[src/rtl/pagerank_iter_ctrl_if.sv]
// Handshake bundle between the PageRank top level and the iteration/barrier controller.
// The master side drives run requests and ant reports; the slave side is the controller.
interface pagerank_iter_ctrl_if #(
  parameter int NUM_ANTS = 4,
  parameter int ITER_W   = 13,
  parameter int DELTA_W  = 32
);
  logic                        start;
  logic [ITER_W-1:0]           max_iter;
  logic [DELTA_W-1:0]          conv_thresh;
  logic [NUM_ANTS-1:0]         ant_done;
  logic [NUM_ANTS*DELTA_W-1:0] ant_delta;
  logic                        iter_go;
  logic                        run_en;
  logic [ITER_W-1:0]           iter_cnt;
  logic                        busy;
  logic                        converged;
  logic                        timed_out;
  logic                        sort_start;
  logic                        done;

  modport master (
    output start, max_iter, conv_thresh, ant_done, ant_delta,
    input  iter_go, run_en, iter_cnt, busy, converged, timed_out, sort_start, done
  );

  modport slave (
    input  start, max_iter, conv_thresh, ant_done, ant_delta,
    output iter_go, run_en, iter_cnt, busy, converged, timed_out, sort_start, done
  );
endinterface

[src/rtl/pagerank_iter_ctrl.sv]
// Iteration/barrier controller: launches each PageRank iteration, gathers per-ant completion
// and rank deltas, and ends the run on convergence, iteration cap or watchdog timeout.
module pagerank_iter_ctrl #(
  parameter int NUM_ANTS   = 4,
  parameter int ITER_W     = 13,
  parameter int DELTA_W    = 32,
  parameter int WDOG_W     = 16,
  parameter int WDOG_LIMIT = 4096
) (
  input  logic clk,
  input  logic reset,
  pagerank_iter_ctrl_if.slave bus
);

  localparam int ACC_W = DELTA_W + ((NUM_ANTS > 1) ? $clog2(NUM_ANTS) : 1);
  localparam logic [WDOG_W-1:0] WDOG_LAST = WDOG_W'(WDOG_LIMIT - 1);

  typedef enum logic [2:0] {
    S_IDLE, S_LAUNCH, S_WAIT, S_EVAL, S_SORT, S_DONE
  } state_t;

  state_t               state_q, state_d;
  logic [ITER_W-1:0]    max_iter_q, max_iter_d;
  logic [DELTA_W-1:0]   conv_thresh_q, conv_thresh_d;
  logic [ITER_W-1:0]    iter_cnt_q, iter_cnt_d;
  logic                 converged_q, converged_d;
  logic                 timed_out_q, timed_out_d;
  logic [NUM_ANTS-1:0]  mask_q, mask_d;
  logic [ACC_W-1:0]     acc_q, acc_d;
  logic [WDOG_W-1:0]    wdog_q, wdog_d;

  logic [NUM_ANTS-1:0]  arrivals;
  logic [ACC_W-1:0]     arr_sum;
  logic [ITER_W-1:0]    iter_nx;

  // Only first-time arrivals contribute; a repeat pulse from a finished ant is dropped.
  always_comb begin
    arrivals = bus.ant_done & ~mask_q;
    arr_sum  = '0;
    for (int i = 0; i < NUM_ANTS; i++) begin
      if (arrivals[i]) begin
        arr_sum = arr_sum + ACC_W'(bus.ant_delta[i*DELTA_W +: DELTA_W]);
      end
    end
  end

  assign iter_nx = (&iter_cnt_q) ? iter_cnt_q : iter_cnt_q + 1'b1;

  always_comb begin
    // NOTE: every next-state variable gets its hold value first so no path can infer a latch.
    state_d       = state_q;
    max_iter_d    = max_iter_q;
    conv_thresh_d = conv_thresh_q;
    iter_cnt_d    = iter_cnt_q;
    converged_d   = converged_q;
    timed_out_d   = timed_out_q;
    mask_d        = mask_q;
    acc_d         = acc_q;
    wdog_d        = wdog_q;

    unique case (state_q)
      S_IDLE, S_DONE: begin
        if (bus.start) begin
          max_iter_d    = bus.max_iter;
          conv_thresh_d = bus.conv_thresh;
          iter_cnt_d    = '0;
          converged_d   = 1'b0;
          timed_out_d   = 1'b0;
          state_d       = S_LAUNCH;
        end
      end
      S_LAUNCH: begin
        mask_d  = '0;
        acc_d   = '0;
        wdog_d  = '0;
        state_d = S_WAIT;
      end
      S_WAIT: begin
        mask_d = mask_q | arrivals;
        acc_d  = acc_q + arr_sum;
        // Completion is tested before the watchdog so a last-cycle arrival still counts.
        if (&mask_d) begin
          state_d = S_EVAL;
        end else if (wdog_q == WDOG_LAST) begin
          timed_out_d = 1'b1;
          state_d     = S_DONE;
        end else begin
          wdog_d = wdog_q + 1'b1;
        end
      end
      S_EVAL: begin
        iter_cnt_d = iter_nx;
        if (acc_q < ACC_W'(conv_thresh_q)) begin
          converged_d = 1'b1;
          state_d     = S_SORT;
        end else if (max_iter_q != '0 && iter_nx == max_iter_q) begin
          state_d = S_SORT;
        end else if (max_iter_q == '0 && (&iter_nx)) begin
          state_d = S_SORT;
        end else begin
          state_d = S_LAUNCH;
        end
      end
      S_SORT:  state_d = S_DONE;
      default: state_d = S_IDLE;
    endcase
  end

  // NOTE: sequential state uses non-blocking assignments so all registers update together.
  always_ff @(posedge clk or posedge reset) begin
    if (reset) begin
      state_q       <= S_IDLE;
      max_iter_q    <= '0;
      conv_thresh_q <= '0;
      iter_cnt_q    <= '0;
      converged_q   <= 1'b0;
      timed_out_q   <= 1'b0;
      mask_q        <= '0;
      acc_q         <= '0;
      wdog_q        <= '0;
    end else begin
      state_q       <= state_d;
      max_iter_q    <= max_iter_d;
      conv_thresh_q <= conv_thresh_d;
      iter_cnt_q    <= iter_cnt_d;
      converged_q   <= converged_d;
      timed_out_q   <= timed_out_d;
      mask_q        <= mask_d;
      acc_q         <= acc_d;
      wdog_q        <= wdog_d;
    end
  end

  assign bus.iter_go    = (state_q == S_LAUNCH);
  assign bus.run_en     = (state_q == S_LAUNCH) || (state_q == S_WAIT) || (state_q == S_EVAL);
  assign bus.busy       = bus.run_en || (state_q == S_SORT);
  assign bus.sort_start = (state_q == S_SORT);
  assign bus.done       = (state_q == S_DONE);
  assign bus.iter_cnt   = iter_cnt_q;
  assign bus.converged  = converged_q;
  assign bus.timed_out  = timed_out_q;

endmodule

[src/flat_wrapper.sv]
// flat-port wrapper written by rule: the top's interface ports become plain ports
module pagerank_iter_ctrl_flat 
#(
  parameter int NUM_ANTS   = 4,
  parameter int ITER_W     = 13,
  parameter int DELTA_W    = 32,
  parameter int WDOG_W     = 16,
  parameter int WDOG_LIMIT = 4096
)
  (clk, reset, bus_start, bus_max_iter, bus_conv_thresh, bus_ant_done, bus_ant_delta, bus_iter_go, bus_run_en, bus_iter_cnt, bus_busy, bus_converged, bus_timed_out, bus_sort_start, bus_done);
  pagerank_iter_ctrl_if #(.NUM_ANTS(NUM_ANTS), .ITER_W(ITER_W), .DELTA_W(DELTA_W)) bus_i ();
  input  logic clk;
  input  logic reset;
  input wire logic [$bits(bus_i.start)-1:0] bus_start;
  input wire logic [$bits(bus_i.max_iter)-1:0] bus_max_iter;
  input wire logic [$bits(bus_i.conv_thresh)-1:0] bus_conv_thresh;
  input wire logic [$bits(bus_i.ant_done)-1:0] bus_ant_done;
  input wire logic [$bits(bus_i.ant_delta)-1:0] bus_ant_delta;
  output wire logic [$bits(bus_i.iter_go)-1:0] bus_iter_go;
  output wire logic [$bits(bus_i.run_en)-1:0] bus_run_en;
  output wire logic [$bits(bus_i.iter_cnt)-1:0] bus_iter_cnt;
  output wire logic [$bits(bus_i.busy)-1:0] bus_busy;
  output wire logic [$bits(bus_i.converged)-1:0] bus_converged;
  output wire logic [$bits(bus_i.timed_out)-1:0] bus_timed_out;
  output wire logic [$bits(bus_i.sort_start)-1:0] bus_sort_start;
  output wire logic [$bits(bus_i.done)-1:0] bus_done;
  assign bus_i.start = bus_start;
  assign bus_i.max_iter = bus_max_iter;
  assign bus_i.conv_thresh = bus_conv_thresh;
  assign bus_i.ant_done = bus_ant_done;
  assign bus_i.ant_delta = bus_ant_delta;
  assign bus_iter_go = bus_i.iter_go;
  assign bus_run_en = bus_i.run_en;
  assign bus_iter_cnt = bus_i.iter_cnt;
  assign bus_busy = bus_i.busy;
  assign bus_converged = bus_i.converged;
  assign bus_timed_out = bus_i.timed_out;
  assign bus_sort_start = bus_i.sort_start;
  assign bus_done = bus_i.done;
  pagerank_iter_ctrl #(.NUM_ANTS(NUM_ANTS), .ITER_W(ITER_W), .DELTA_W(DELTA_W), .WDOG_W(WDOG_W), .WDOG_LIMIT(WDOG_LIMIT)) u_core (.clk(clk), .reset(reset), .bus(bus_i));
endmodule
[config.mk]
export PLATFORM = sky130hd
export DESIGN_NAME = pagerank_iter_ctrl_flat
export DESIGN_NICKNAME = d
export VERILOG_FILES = /design/src/rtl/pagerank_iter_ctrl_if.sv /design/src/rtl/pagerank_iter_ctrl.sv /design/src/flat_wrapper.sv
export SDC_FILE = /design/constraint.sdc
export NUM_CORES = 1
export LEC_CHECK = 0
export CAP_MARGIN = 20
export CORE_UTILIZATION = 35
export CTS_CLUSTER_DIAMETER = 120
export CTS_CLUSTER_SIZE = 28
export DETAILED_ROUTE_END_ITERATION = 8
export PLACE_DENSITY_LB_ADDON = 0.1
export SLEW_MARGIN = 5
export SYNTH_ARGS = -nofsm -noshare
export SYNTH_HDL_FRONTEND = slang
export SYNTH_SLANG_ARGS = --single-unit
[constraint.sdc]
create_clock -name clk -period 21.5 [get_ports clk]
set_input_delay 2.15 -clock clk [delete_from_list [all_inputs] [get_ports clk]]
set_output_delay 2.15 -clock clk [all_outputs]
set_load 0.005 [all_outputs]
== Yosys cells after proc, flatten, opt, wreduce, memory -nomap -nowiden ==
Index checks and enable logic that the tools add are counted.
Cells by class
  add/sub/neg operators: 6
  multipliers: 0
  div/mod/pow operators: 0
  $lt $le $gt $ge: 1
  equal/unequal tests: 13
  shift operators: 0
  mux-type cells: 25
  bitwise gates (word level): 3
  reduce and logical (&&, ||, !) cells: 21
Operator list (number)
  $mux W34: 3
  $add A34 B32 Y34: 2
  $pmux W34 S2: 1
  $add A34 B34 Y34: 1
  $lt A34 B32 Y1: 1
  $add A32 B32 Y33: 1
  $mux W16: 2
  $mux W32: 1
  $pmux W16 S2: 1
  $mux W13: 2
  $pmux W13 S2: 1
  $reduce_and A13 Y1: 2
  $mux W3: 6
  $add A16 B1 Y16 const B: 1
  $eq A16 B12 Y1 const B: 1
  $pmux W3 S5: 1
  $add A13 B1 Y13 const B: 1
  $eq A13 B13 Y1: 1
  $logic_not A13 Y1: 1
  $reduce_bool A13 Y1: 1
  $pmux W4 S2: 1
  $reduce_and A4 Y1: 2
  $eq A3 B2 Y1 const B: 2
  $eq A3 B3 Y1 const B: 2
  other kinds (16): 31
Word-level totals
  register bits: 117
  bits in latches: 0
  memory bits (writable): 0
  memory bits (read-only): 0
  input port bits: 180
  output and inout bits: 20
  logic and storage cells: 78
  memories: 0

== Longest topological paths before layout ==
Gate-level depths: netlist of run 1.
  word-level depth: 11
  gate-level depth with buffers: 51
  depth with buffers taken out: 48

== Worst setup path before layout of run 1 ==
Ideal clock, no wire load.
  kind: input port to flip-flop
  start point: in bus_ant_done[0]
  end point: reg u_core.acc_q[33]
  setup time: 126 ps
  arrival: 10105 ps
  required time: 21374 ps
  slack: 11269 ps
  stages on the path: 48
  path buffers: 3
  cell sequence: nor2b_1 > buf_2 > clkbuf_1 > clkbuf_1 > nand2_1 > inv_1 > ha_1 > fa_1 > a311o_1 > o211a_1 > nor2_1 > xor2_1 > o211ai_1 > o21ai_0 > ha_1 > a21oi_1 > o21ai_0 > o21bai_1 > [... 12 more ...] > o31a_1 > o31a_1 > o21ai_1 > nand2_1 > xnor2_1 > mux2_2 > ha_1 > a21o_1 > a21oi_1 > nand2_1 > a311oi_2 > o211ai_1 > and3_1 > o22ai_2 > xor2_1 > xnor2_1 > nor3_1 > a221o_1
Between the ends
  word-level cells in the longest chain between the ends: 10
RTL lines
  start, declared: RTL line flat_wrapper.sv:17  | input wire logic [$bits(bus_i.ant_done)-1:0] bus_ant_done;
  $and A4 B4 Y4 *: RTL line pagerank_iter_ctrl.sv:38  | arrivals = bus.ant_done & ~mask_q;
  $mux W32 *: RTL line pagerank_iter_ctrl.sv:41  | if (arrivals[i]) begin
  $add A32 B32 Y33: RTL line pagerank_iter_ctrl.sv:42  | arr_sum = arr_sum + ACC_W'(bus.ant_delta[i*DELTA_W +: DELTA_W]);
  $mux W34 *: RTL line pagerank_iter_ctrl.sv:41
  $add A34 B32 Y34: RTL line pagerank_iter_ctrl.sv:42
  $mux W34 *: RTL line pagerank_iter_ctrl.sv:41
  $add A34 B32 Y34: RTL line pagerank_iter_ctrl.sv:42
  $mux W34 *: RTL line pagerank_iter_ctrl.sv:41
  $add A34 B34 Y34 *: RTL line pagerank_iter_ctrl.sv:80  | acc_d = acc_q + arr_sum;
  $pmux W34 S2 *: RTL line pagerank_iter_ctrl.sv:61  | unique case (state_q)
  end signal, assigned: RTL line pagerank_iter_ctrl.sv:119  | acc_q <= '0;
  end signal, assigned: RTL line pagerank_iter_ctrl.sv:129  | acc_q <= acc_d;
  end, declared: RTL line pagerank_iter_ctrl.sv:29  | logic [ACC_W-1:0] acc_q, acc_d;
Mark *: on every way between the ends. The rest lies on a longest branch, timed or not.
A chain may end at the register's enable or synchronous reset.

== Final worst setup path of run 1 ==
Ends and elaborated chain as after synthesis.

==> impl_results.md, run 1 <==
* Outcome: completed
* CP Data Required Time at 21.81 ns
* Fraction of final layout cells sized beyond drive strength 1 at 6.66%
* Highest-count cells in the layout ignoring fill and taps: sky130_fd_sc_hd__nand2_1 (208), sky130_fd_sc_hd__clkdlybuf4s50_1 (199), sky130_fd_sc_hd__ha_1 (161)
* Length of the first detailed-routing pass in iterations at 7
* Post-synthesis instance area at 14,300 µm²
* Min Clock Period, post-route at 11.27 ns
* Post-CTS Setup Repair Bufs at 0
* Number of warnings printed during yosys synthesis at 0
* Reg-to-reg slack, setup at 12.21 ns
* Largest stage delay, worst path at 0.68 ns
* Flop and latch count out of synthesis at 117
* Critical setup path kind: in -> reg
* Start of the worst register-to-register path: u_core.mask_q[0]
* Maximum number of pins on one net before global-route repair at 70
* Most common cell after layout, fill and taps aside: sky130_fd_sc_hd__nand2_1
* Clock net sink count at 117
* Die width at 204 µm
* Post-Route WL at 41,200 µm
* Rel. slew slack at 37.3%
* Pins over their slew limit at 0
* Root cell of the clock tree: sky130_fd_sc_hd__clkbuf_16
* Die area at 41,600 µm²
* RSZ-0062 raised after global routing: no
* Critical path arrival at 11.58 ns
* CTS hold repair buffers at 0
* Net count of the finished layout at 2,332
* Total via count after detailed routing at 13,400
* Residual antenna-violating net count after detailed routing at 0
* Number of maximum-capacitance constraint violations at 0
* Post-cts sizing count at 0
* Most common cell on crit path: sky130_fd_sc_hd__a21oi_1
* Per-instance average area after synthesis at 7.79 µm²
* Critical Path Start: bus_ant_done[0]
* Maximum fanout encountered on the critical timing path at 45
* Skew final at 0.0143 ns
* Primary flip-flop cell chosen by synthesis mapping: sky130_fd_sc_hd__dfrtp_1
* Cts bufs inserted at 17
* Number of DRC markers after the initial detailed-route iteration at 776
* GRT Total Usage at 19.9%
* Antenna diode instance count at 0
* Via count of the first global-routing pass at 12,800
* Register area share after synthesis at 20.5%
* Clock latency on the worst-skew pair at 0.43 ns
* Count of mapped cells out of synthesis at 1,833
* Worst-path cell with the longest stage delay: sky130_fd_sc_hd__clkdlybuf4s50_1
* I/O pin count at 200
* Aggregate global routing overflow at 0
* Count of input and output buffers at 199
* Starting Density at 35.7%
* Maximum clock frequency at 88.7 MHz
* Area growth syn-to-layout at 21.0%
* Min-delay src: u_core.bus.timed_out
* Number of nets produced by synthesis at 2,178
* Total number of H-tree levels at 4
* Number of vias per cell after detailed routing at 5.30
* Number of distinct standard cells referenced by the synthesized netlist at 100
* Placer congestion estimate at 0.894
* Area share of the leading cell type in the synthesized netlist at 20.5%
* Core area at 40,000 µm²
* Worst hold path type: reg -> reg
* Clock tree from TritonCTS: built
* Leak at 7.64 nW
* Peak supply drop at 0.0000807 V
* Smallest hold slack at 0.514 ns
* Setup-violating endpoint count in the final report at 0
* Cell types with the largest area share after synthesis: sky130_fd_sc_hd__dfrtp_1 (21%), sky130_fd_sc_hd__ha_1 (14%), sky130_fd_sc_hd__o21ai_0 (5.6%), sky130_fd_sc_hd__nand2_1 (5.5%), sky130_fd_sc_hd__a21oi_1 (5.4%)
* Maximum buffer depth of the clock tree at 2
* Die span in y at 204 µm
* Wire length of the first global-routing pass at 66,500 µm
* Measured slew at the worst slew-check pin at 0.940 ns
* Startpoint Class: input pin
* Post-route DRC at 0
* Initial antenna violation count at 3
* Leading area contributor after synthesis: sky130_fd_sc_hd__dfrtp_1
* Number of placement rows at 73
* Final TNS setup at 0 ns
* Number of synthesized flops with an enable pin at 0
* Critical path capture point type: flop
* Power per Cell Area at 125 nW/µm²
* DP HPWL at 33,600 µm
* WL/cell at 16.3 µm
* Fin. Hold Viols at 0
* Clock slew at reported path FFs at 0.06 ns
* Share of the clock period used by the worst path after layout at 52.4%
* Async SR Flop Fraction at 100%
## worst paths after layout
path | endpoint | depth (start not counted)
setup reg to reg | u_core.acc_q[33] | 45
setup / recovery | u_core.acc_q[33] | 46
hold / removal | u_core.bus.timed_out | 2
hold reg to reg | u_core.bus.timed_out | 2
min in group asynchronous | u_core.max_iter_q[12] | 2
max in group asynchronous | u_core.conv_thresh_q[9] | 3
## worst max-delay path: cells and delay by family
kind	cells	cell delay [ns]
and+or+nand+nor	10	1.50
AOI/OAI and AO/OA	25	4.71
xor gates and xnor gates	4	0.64
adders and majority gates	4	1.22
buffers and inverters	2	1.05
muxes	1	0.27
## cell families (layout without fill, tap and decap cells)
logic type | count (synthesis) | count (layout) | share of synthesized area (%)
multiplexers | 39 | 39 | 3.08
flip-flops | 117 | 117 | 20.5
buffers and inverters | 159 | 324 | 4.65
adder cells (fa/ha/maj) | 172 | 172 | 15.2
XOR/XNOR | 155 | 155 | 9.62
AND/OR/NAND/NOR | 568 | 568 | 18.7
AO/OA/AOI/OAI | 623 | 623 | 28.3
## stage by stage
step | power (mW) | cells | utilization, % | area [µm²] | setup slack (ns)
floorplan | 1.51 | 1833 | - | 14300 | 11.27
global placement | 1.84 | 2493 | 41.7 | 16700 | 10.04
detailed placement | 1.86 | 2493 | 41.7 | 16700 | 9.81
CTS | 2.16 | 2523 | 43.2 | 17300 | 10.26
global route | 2.37 | 2523 | 43.2 | 17300 | 9.31
finish | 2.15 | 2523 | 43.2 | 17300 | 10.23
## where the power goes
part,switching (mW),internal (mW)
clock network,0.107,0.172
logic,0.850,0.659
registers,0.0647,0.299
## layout make-up
class | instances | area [µm²]
Clock buffer | 18 | 439
Clock inverter | 12 | 131
Fill cell | 4064 | 22700
Inverter | 83 | 314
Multi-Input combinational cell | 1557 | 10700
Sequential cell | 117 | 2930
Tap cell | 525 | 657
Timing Repair Buffer | 211 | 2080
## state kept, by name, summed over array words and instances, names as in the netlist
register,flops
u_core.bus.timed_out,1
u_core.max_iter_q,13
u_core.conv_thresh_q,32
u_core.bus.iter_cnt,13
u_core.mask_q,4
u_core.bus.converged,1
u_core.state_q,3
u_core.wdog_q,16
u_core.acc_q,34
## metal layers
metal  up-vias  share of wire (%)  global-route usage [%]
met5         -              0.090                       0
met4         6                1.6                    4.90
met3        41                3.7                    2.89
met2       283                 43                    31.1
met1      6112                 51                    28.6
li1       6941                  -                       -
## cell usage after synthesis, types with 35 or more instances
library cell                 n
sky130_fd_sc_hd__a21o_1     70
sky130_fd_sc_hd__a21oi_1   155
sky130_fd_sc_hd__clkbuf_1   48
sky130_fd_sc_hd__dfrtp_1   117
sky130_fd_sc_hd__ha_1      161
sky130_fd_sc_hd__inv_1      82
sky130_fd_sc_hd__mux2_2     35
sky130_fd_sc_hd__nand2_1   208
sky130_fd_sc_hd__nor2_1    144
sky130_fd_sc_hd__o21ai_0   159
sky130_fd_sc_hd__xnor2_1    88
sky130_fd_sc_hd__xor2_1     65
(Power assumes the default switching activity.)
==> inputs of run 2 (changes only) <==
- clock period: 21.5 -> 11.7 ns (I/O delays scaled with it)
==> run 2 against run 1 <==
- combinational power grew 82%
- first-iteration DRC count shrank 9.8%
- wire length shrank 0.80%
- largest power group unchanged
- critical endpoint unchanged
- final area is essentially flat
==> impl_results.md, run 2 (synthesis gave the netlist of run 1 again) <==
* Register name with the most flops: u_core.acc_q
* Post-layout utilization of the core at 43.2% (about the same)
* Largest registers: u_core.acc_q (34), u_core.conv_thresh_q (32), u_core.wdog_q (16)
* Clock slew at reported path FFs at 0.06 ns (about the same)
* RSZ-0062 raised after global routing: no
* Wire length of the first global-routing pass at 66,600 µm (+0.20%)
* Die area at 41,600 µm² (unchanged)
* Number of DRC markers after the initial detailed-route iteration at 700 (-9.8%)
* Outcome: completed
* Core area at 40,000 µm² (unchanged)
* Residual antenna-violating net count after detailed routing at 0 (unchanged)
* Overall power after layout at 3.92 mW (+82%)
* Largest stage delay, worst path at 0.48 ns (-0.20 ns)
* Critical path capture point type: flop
* Area growth syn-to-layout at 21.0% (about the same)
* Fin. Hold Viols at 0 (unchanged)
* Post-Route WL at 40,900 µm (-0.80%)
* Min Clock Period, post-route at 9.85 ns
* Post-route DRC at 0 (unchanged)
* Setup-violating endpoint count in the final report at 0 (unchanged)
* Clock net sink count at 117 (unchanged)
* Hold Crit Endpoint: u_core.bus.timed_out
* Maximum number of pins on one net before global-route repair at 70 (unchanged)
* WL/cell at 16.2 µm (-0.92%)
* Clock tree from TritonCTS: built
* Most common cell after layout, fill and taps aside: sky130_fd_sc_hd__nand2_1
* Start of the worst register-to-register path: u_core.mask_q[0]
* Via count of the first global-routing pass at 12,800 (+0.18%)
* Die span in y at 204 µm (unchanged)
* Number of placement rows at 73 (unchanged)
* Cts bufs inserted at 17 (unchanged)
* Largest register FFs at 34 (unchanged)
* Antenna diode instance count at 0 (unchanged)
* Pins over their slew limit at 0 (unchanged)
* Total via count after detailed routing at 13,300 (-0.49%)
* Highest-count cells in the layout ignoring fill and taps: sky130_fd_sc_hd__nand2_1 (208), sky130_fd_sc_hd__clkdlybuf4s50_1 (199), sky130_fd_sc_hd__ha_1 (161)
* Die width at 204 µm (unchanged)
* Reg-to-reg slack, setup at 2.75 ns (-9.46 ns)
* Worst reg-to-reg path cell count at 41 (-8.9%)
* Worst reg2reg endpoint: u_core.acc_q[33]
* Initial antenna violation count at 2 (-1)
* Length of the first detailed-routing pass in iterations at 7 (unchanged)
* Critical setup path kind: in -> reg
* Final TNS setup at 0 ns (unchanged)
* Maximum clock frequency at 101 MHz
* Root cell of the clock tree: sky130_fd_sc_hd__clkbuf_16
* Clock latency on the worst-skew pair at 0.43 ns (about the same)
* Leak at 7.64 nW (about the same)
* Share of the clock period used by the worst path after layout at 84.2%
* CTS hold repair buffers at 0 (unchanged)
* Measured slew at the worst slew-check pin at 0.964 ns (+0.0239 ns)
* Maximum buffer depth of the clock tree at 2 (unchanged)
* Post-cts sizing count at 0 (unchanged)
* I/O pin count at 200 (unchanged)
* Post-CTS Setup Repair Bufs at 0 (unchanged)
* Worst hold path type: reg -> reg
* Maximum fanout encountered on the critical timing path at 9 (-80%)
* Fraction of final layout cells sized beyond drive strength 1 at 6.75% (+0.090 points)
* Power per Cell Area at 227 nW/µm² (+82%)
* Number of maximum-capacitance constraint violations at 0 (unchanged)
* Count of input and output buffers at 199 (unchanged)
* Net count of the finished layout at 2,333 (+0.043%)
* CP Buf/Inv Count at 2 (unchanged)
* Largest delay contributor family on the critical path: compound AO/OA/AOI/OAI gates
* GRT Total Usage at 19.9% (-0.040 points)
* Number of cells on the worst hold path at 2 (unchanged)
* Peak supply drop at 0.000127 V (+57%)
* Placer congestion estimate at 0.909 (+1.6%)
* Skew final at 0.0134 ns (-0.000879 ns)
* Total number of H-tree levels at 4 (unchanged)
* Min-delay src: u_core.bus.timed_out
* Final cell count without fillers at 2,526 (+0.12%)
* Critical Path Start: bus_ant_done[0]
* DP HPWL at 33,200 µm (-0.94%)
* Rel. slew slack at 35.8% (-1.6 points)
* CP Data Required Time at 12.02 ns (-9.79 ns)
* # placed instances at 2,494 (+0.040%)
* Startpoint Class: input pin
* Critical path arrival at 10.17 ns (-1.41 ns)
* Number of vias per cell after detailed routing at 5.27 (-0.60%)
* Starting Density at 35.7% (unchanged)
* Aggregate global routing overflow at 0 (unchanged)
* Worst-path cell with the longest stage delay: sky130_fd_sc_hd__clkdlybuf4s50_1
-- run 2: cell types whose count changed in the layout (fill, tap and decap cells not counted), sizes merged --
cell	delta
clkinvlp	+1
buf	+1
bufinv	-1
clkbuf	+1
inv	+1
-- run 2: worst min-delay path: stages (launching register included) --
cell	delay, ns
sky130_fd_sc_hd__dfrtp_1	0.35
sky130_fd_sc_hd__a21oi_1	0.05
sky130_fd_sc_hd__nor2_1	0.08
-- run 2: area by class of cell --
type	count	area [µm²]
Fill cell	4043	22700
Multi-Input combinational cell	1557	10700
Sequential cell	117	2930
Timing Repair Buffer	212	2090
Tap cell	525	657
Clock buffer	19	443
Inverter	83	314
Clock inverter	13	125
-- run 2: per-stage QoR --
stage	hold slack [ns]	cell area (µm²)	setup WS, ns
after global placement	0.499	16700	1.48
after floorplan	0.479	14300	2.45
after CTS	0.527	17300	1.81
after global routing	0.535	17300	1.06
final	0.521	17300	1.85
after detailed placement	0.513	16700	1.33
-- run 2: per-layer routing --
layer | vias up | track usage [%] | wire length, µm
met5 | - | 0 | 27
met4 | 4 | 4.08 | 467
met3 | 33 | 2.68 | 1360
met2 | 239 | 31.5 | 17900
met1 | 6094 | 28.6 | 21100
li1 | 6948 | - | -
-- run 2: power by group --
group | switching [mW] | internal [mW] | leakage (nW)
clock | 0.207 | 0.299 | 0.263
sequential | 0.117 | 0.549 | 1.51
combinational | 1.54 | 1.21 | 5.87
-- run 2: worst max-delay path by stage --
stage / cells after the start / to
3_3_place_gp: 46 / u_core.acc_q[33]
4_1_cts: 45 / u_core.acc_q[33]
5_1_grt: 45 / u_core.acc_q[33]
6_report: 45 / u_core.acc_q[33]
2_1_floorplan: 48 / u_core.acc_q[33]
3_5_place_dp: 45 / u_core.acc_q[33]
